<file path="config.mk">
export PLATFORM = sky130hd
export DESIGN_NAME = prog_mem_loader
export DESIGN_NICKNAME = d
export VERILOG_FILES = /design/src/rtl/prog_mem_loader_pkg.sv /design/src/rtl/prog_mem_loader_chksum.sv /design/src/rtl/prog_mem_loader.sv
export SDC_FILE = /design/constraint.sdc
export NUM_CORES = 1
export LEC_CHECK = 0
export BUFFER_PORTS_ARGS = -buffer_cell sky130_fd_sc_hd__buf_4
export CAP_MARGIN = 10
export CORE_ASPECT_RATIO = 0.75
export CORE_MARGIN = 4
export CORE_UTILIZATION = 40
export DETAILED_ROUTE_END_ITERATION = 16
export GPL_ROUTABILITY_DRIVEN = 0
export PLACE_DENSITY_LB_ADDON = 0.05
export SYNTH_ARGS = -nofsm -noshare
export SYNTH_HDL_FRONTEND = slang
export SYNTH_SLANG_ARGS = --single-unit
</file>
<file path="constraint.sdc">
create_clock -name clk -period 4.83 [get_ports clk]
set_input_delay 0.7245 -clock clk [delete_from_list [all_inputs] [get_ports clk]]
set_output_delay 0.7245 -clock clk [all_outputs]
set_load 0.05 [all_outputs]
</file>
<file path="src/rtl/prog_mem_loader_pkg.sv">
// prog_mem_loader_pkg
// Shared definitions for the PicoBlaze program loader: FSM state encoding,
// frame sync byte, instruction width and the field layout of the first
// instruction byte (B0).
package prog_mem_loader_pkg;

  localparam logic [7:0] SYNC_BYTE = 8'hA5;
  localparam int         INSTR_W   = 18;

  // B0 carries instr[17:16] in its low two bits; the upper six must be zero.
  localparam int B0_INSTR_MSB = 1;
  localparam int B0_INSTR_LSB = 0;
  localparam int B0_PAD_MSB   = 7;
  localparam int B0_PAD_LSB   = 2;

  typedef enum logic [3:0] {
    ST_IDLE,
    ST_SYNC,
    ST_LEN_HI,
    ST_LEN_LO,
    ST_B0,
    ST_B1,
    ST_B2,
    ST_WRITE,
    ST_CHECK,
    ST_DONE,
    ST_ERR
  } state_t;

endpackage

</file>
<file path="src/rtl/prog_mem_loader_chksum.sv">
// prog_mem_loader_chksum
// Mod-256 byte accumulator used to verify the frame trailer byte.
// Ports:
//   clk, reset : clock, synchronous active-high reset
//   clear      : zero the accumulator (takes priority over add)
//   add        : add data into the running sum
//   data       : byte to accumulate
//   sum        : current mod-256 sum
module prog_mem_loader_chksum (
  input  logic       clk,
  input  logic       reset,
  input  logic       clear,
  input  logic       add,
  input  logic [7:0] data,
  output logic [7:0] sum
);

  always_ff @(posedge clk) begin
    if (reset || clear) begin
      sum <= '0;
    end else if (add) begin
      sum <= sum + data;
    end
  end

endmodule

</file>
<file path="src/rtl/prog_mem_loader.sv">
// prog_mem_loader
// Receives a framed byte stream (0xA5, LEN_HI, LEN_LO, then 3 bytes per
// 18-bit instruction) and writes the instructions to addresses 0..N-1 of the
// program memory's write port, holding the CPU in reset while loading.
// Optional feature macro: PROG_MEM_LOADER_CHECKSUM_EN adds a trailing
// mod-256 checksum byte (sum of LEN_HI, LEN_LO and all data bytes).
//
// Handshake: a byte is consumed on every clock edge where rx_valid and
// rx_ready are both high; rx_ready is a register, so it never depends
// combinationally on rx_valid.
//
// Ports:
//   clk, reset          : clock, synchronous active-high reset
//   start               : load request, honoured in IDLE and ERR only
//   rx_data, rx_valid   : incoming byte stream
//   rx_ready            : loader consumes a byte this cycle
//   mem_addr, mem_din   : write address / instruction word
//   mem_we              : one-cycle write strobe
//   cpu_reset           : holds the processor in reset during a load
//   busy, done, error   : status (done is a one-cycle pulse)
//   fsm_state           : current FSM state, for observation
module prog_mem_loader
  import prog_mem_loader_pkg::*;
#(
  parameter int ADDR_W = 10,
  parameter int DEPTH  = 1024
) (
  input  logic               clk,
  input  logic               reset,
  input  logic               start,
  input  logic [7:0]         rx_data,
  input  logic               rx_valid,
  output logic               rx_ready,
  output logic [ADDR_W-1:0]  mem_addr,
  output logic [INSTR_W-1:0] mem_din,
  output logic               mem_we,
  output logic               cpu_reset,
  output logic               busy,
  output logic               done,
  output logic               error,
  output state_t             fsm_state
);

  localparam logic [16:0] DEPTH_L = 17'(DEPTH);

  state_t      state;
  state_t      state_nxt;
  logic [7:0]  len_hi;
  logic [15:0] len;
  logic [1:0]  b0_bits;
  logic [7:0]  b1;
  logic [15:0] wcnt;

  logic        accept;
  logic        start_take;
  logic [15:0] len_rx;
  logic        len_ok;
  logic        last_word;

  assign accept     = rx_valid && rx_ready;
  assign start_take = (state == ST_IDLE || state == ST_ERR) && start;
  assign len_rx     = {len_hi, rx_data};
  assign len_ok     = (len_rx != 16'd0) && ({1'b0, len_rx} <= DEPTH_L);
  assign last_word  = (wcnt + 16'd1) == len;
  assign fsm_state  = state;

`ifdef PROG_MEM_LOADER_CHECKSUM_EN
  logic [7:0] chk_sum;
  logic       chk_add;

  assign chk_add = accept && (state inside {ST_LEN_HI, ST_LEN_LO, ST_B0, ST_B1, ST_B2});

  prog_mem_loader_chksum u_chksum (
    .clk   (clk),
    .reset (reset),
    .clear (start_take),
    .add   (chk_add),
    .data  (rx_data),
    .sum   (chk_sum)
  );
`endif

  always_comb begin
    state_nxt = state;
    case (state)
      ST_IDLE:   if (start) state_nxt = ST_SYNC;
      // Bytes other than the sync byte are dropped so the loader can lock
      // onto a frame even if it starts mid-stream.
      ST_SYNC:   if (accept && rx_data == SYNC_BYTE) state_nxt = ST_LEN_HI;
      ST_LEN_HI: if (accept) state_nxt = ST_LEN_LO;
      ST_LEN_LO: if (accept) state_nxt = len_ok ? ST_B0 : ST_ERR;
      ST_B0: begin
        if (accept) begin
          state_nxt = (rx_data[B0_PAD_MSB:B0_PAD_LSB] != '0) ? ST_ERR : ST_B1;
        end
      end
      ST_B1:     if (accept) state_nxt = ST_B2;
      ST_B2:     if (accept) state_nxt = ST_WRITE;
      ST_WRITE: begin
        if (last_word) begin
`ifdef PROG_MEM_LOADER_CHECKSUM_EN
          state_nxt = ST_CHECK;
`else
          state_nxt = ST_DONE;
`endif
        end else begin
          state_nxt = ST_B0;
        end
      end
`ifdef PROG_MEM_LOADER_CHECKSUM_EN
      ST_CHECK:  if (accept) state_nxt = (rx_data == chk_sum) ? ST_DONE : ST_ERR;
`endif
      ST_DONE:   state_nxt = ST_IDLE;
      ST_ERR:    if (start) state_nxt = ST_SYNC;
      default:   state_nxt = ST_IDLE;
    endcase
  end

  // All outputs are decoded from the next state so they line up with the
  // state register and come straight out of flops.
  always_ff @(posedge clk) begin
    if (reset) begin
      state     <= ST_IDLE;
      rx_ready  <= 1'b0;
      mem_we    <= 1'b0;
      mem_addr  <= '0;
      mem_din   <= '0;
      cpu_reset <= 1'b0;
      busy      <= 1'b0;
      done      <= 1'b0;
      error     <= 1'b0;
      len_hi    <= '0;
      len       <= '0;
      b0_bits   <= '0;
      b1        <= '0;
      wcnt      <= '0;
    end else begin
      state     <= state_nxt;
      rx_ready  <= state_nxt inside {ST_SYNC, ST_LEN_HI, ST_LEN_LO,
                                     ST_B0, ST_B1, ST_B2, ST_CHECK};
      mem_we    <= (state_nxt == ST_WRITE);
      cpu_reset <= !(state_nxt inside {ST_IDLE, ST_DONE});
      busy      <= !(state_nxt inside {ST_IDLE, ST_DONE, ST_ERR});
      done      <= (state_nxt == ST_DONE);
      error     <= (state_nxt == ST_ERR);

      if (start_take) begin
        wcnt <= '0;
      end else if (state == ST_WRITE) begin
        wcnt <= wcnt + 16'd1;
      end

      if (accept) begin
        case (state)
          ST_LEN_HI: len_hi <= rx_data;
          ST_LEN_LO: len    <= len_rx;
          ST_B0:     b0_bits <= rx_data[B0_INSTR_MSB:B0_INSTR_LSB];
          ST_B1:     b1     <= rx_data;
          // Address and data are loaded together so they are stable for the
          // whole WRITE cycle that follows.
          ST_B2: begin
            mem_din  <= {b0_bits, b1, rx_data};
            mem_addr <= wcnt[ADDR_W-1:0];
          end
          default: ;
        endcase
      end
    end
  end

endmodule

</file>
==> results.txt <==
status - complete, no violations
Setup CP Type - reg2reg
Synth area leaders - dfxtp_1 (44%), nand2_1 (9.6%), a21oi_1 (6.5%), mux2i_1 (4.8%), nor2_1 (4.0%)
total power - 0.00155 W
wire length of the first global-routing pass - 16900 um
HPWL after DPL - 7070 um
Hold Slack - 450 ps
H-tree depth reported by CTS - 3
placed cell areas - 4430 um^2
asr flop ratio synth - 0
drt wl/cell - 15.5 um
fmax - 300 MHz
io pins - 50
area grow syn2layout - 19.3%
area occupied by registers - 1760 um^2
full die area - 11600 um^2
Worst Setup SP - wcnt[0]
worst-case clock buffer depth - 2
PwrDens - 326 nW/um^2
RSZ-0062 raised after global routing - false
worst reg2reg path endpoint - fsm_state[2]
DIE HEIGHT - 94.4 um
Critical Path Source Type - register
Worst R2R Start - wcnt[0]
met2 GRT Util - 0.266
Total GRT Usage - 0.184
sequential element share of the synthesized area - 0.442
max_cap viols - 0
CTS Hold Bufs - 0
antenna violations before repair - 0
DRC - 0
# resized after CTS - 0
CTS Root Cell - clkbuf_16
Crit path max-delay family - simple AND/OR/NAND/NOR gates
chip width - 123 um
Unique masters post-synth - 52
Worst-Margin Slew - 1010 ps
CTS tree - done
DR vias - 3470
GR peak layer - met2
Post-Syn Instances - 490
commonest non-fill, non-tap cell in the layout - nand2_1
crit path time final - 3330 ps
worst-path cell chain - ha_1, nand4_1, nor4_1, or2b_1, a2111oi_0, o2111ai_2, o21ai_0, a21oi_1
Final period util - 0.690
Final ANT Viol Nets - 0
Starting Density - 0.411
worst skew pair latency - 340 ps
Remaining Overflow, GRT - 0
Diodes inserted - 0
Synth top area share - 0.442
Setup crit end - fsm_state[2]
Net Count, Synth - 503
NumNets Final - 535
commonest non-fill, non-tap cells in the layout - nand2_1 (102), dfxtp_1 (88), buf_4 (53), a21oi_1 (52), nor2_1 (42)
Syn Std Cell Area - 3980 um^2
DR pass1 iterations - 5
Final Setup Violations - 0
relative slew slack - 0.320
largest net degree at the start of global routing - 74
main flop type after synthesis - dfxtp_1
Leakage Power - 1.70 nW
max incr delay on CP - 670 ps
worst-path maximum fanout - 7
CTS Sinks - 88
EDFF count, synth - 0
M1 GR Usage - 0.264
CTS buffer count - 9
IO buf count - 49
register bit total from synthesis - 88
multi-input combinational cell area - 2090 um^2
drt via density - 5.27
row count - 31
core area - 9700 um^2
Syn Area/Cell - 8.13 um^2
crit path buf inv count - 0
fin. max-slew vios - 0
Max rail drop VDD - 216 uV
Worst R2R Path Depth - 8
share of cells above drive strength 1 - 0.148
DRT iter0 DRCs - 174
total setup buffers inserted after CTS - 0
WP depth - 8
Fin Setup TNS - 0 ps
drt total wl - 10200 um
HP Class - reg2reg
Critical Path AT - 3530 ps
area leader, netlist - dfxtp_1
synth warn - 0
GR Util met3 - 0.0509
WP data required - 5030 ps
Reg clk slew, reported paths - 70 ps
Setup crit end kind - register
vias in the first global route - 3273
final hold vios - 0
r2r setup slk - 1500 ps
number of fill cells - 996
clk_skew - 7.48 ps
Post-Layout Inst Area - 4750 um^2
CP max-delay cell - nor4_1
## cells by family after synthesis
logic type	Yosys count	share of synthesized area
AND/OR/NAND/NOR	222	0.263
AO/OA/AOI/OAI	97	0.148
flip-flops	88	0.442
buffers and inverters	36	0.0355
XOR/XNOR	26	0.0572
multiplexers	20	0.0506
adder cells (fa/ha/maj)	1	0.00314
## through the flow
step | utilization | setup slack (ps) | std cells
floorplan | - | 2110 | 490
global placement | 0.457 | 1780 | 643
detailed placement | 0.457 | 1610 | 643
CTS | 0.490 | 1540 | 659
global route | 0.490 | 1250 | 659
finish | 0.490 | 1500 | 659
## final cells by class
class                   instances  share of cell area
clock buffers                  10              0.0482
multi-input cells             366               0.440
inverters                       4             0.00316
flip-flops and latches         88               0.371
clock inverters                 6              0.0190
well taps                     132              0.0348
repair buffers                 53              0.0838
## metal layers
| layer | up-vias | part of all wire |
|---|---|---|
| met5 | - | 0 |
| met2 | 66 | 0.42 |
| li1 | 1754 | - |
| met4 | 0 | 0.013 |
| met1 | 1641 | 0.51 |
| met3 | 9 | 0.052 |
## synthesized netlist by cell type, types with 4 or more instances
cell type and n:
and3_1 4, nand4_1 5, or3_1 12, nand2b_1 5, a211oi_1 4, a21oi_1 52
inv_1 4, nor4_1 8, clkbuf_1 26, a31oi_1 7, nor2b_1 5, mux2i_1 19
buf_2 5, xnor2_1 12, nand3_1 13, xor2_1 14, nor2_1 42, nand2_1 102
dfxtp_1 88, o21ai_0 14, nor3_1 11
## worst min path at each step
stage                           from     endpoint  slack, ps  cells past startpoint
after floorplan                b1[2]  mem_din[10]        430                      2
after global placement         b1[1]   mem_din[9]        440                      2
after detailed placement       b1[1]   mem_din[9]        450                      2
after CTS                      b1[1]   mem_din[9]        460                      2
after global routing      mem_din[4]   mem_din[4]        470                      2
final                          b1[1]   mem_din[9]        450                      2
## tightest hold or removal path: cells and delay by family (launching register included)
| kind | cells | cell delay (ps) |
|---|---|---|
| simple gates | 1 | 50 |
| compound gates | 1 | 50 |
| flops | 1 | 310 |
## registers in the layout, indices dropped and copies added, names as in the netlist
name / flops
len: 16
mem_din: 18
done: 1
b1: 8
len_hi: 8
mem_addr: 10
wcnt: 16
rx_ready: 1
fsm_state: 4
cpu_reset: 1
b0_bits: 2
mem_we: 1
error: 1
busy: 1
## where the power goes
part | internal (W) | switching, W | leakage [nW]
registers | 0.000728 | 0.00000375 | 0.710
clock network | 0.000456 | 0.000302 | 0.153
logic | 0.0000178 | 0.0000401 | 0.836
total | 0.00120 | 0.000346 | 1.70
(Power assumes the default switching activity.)
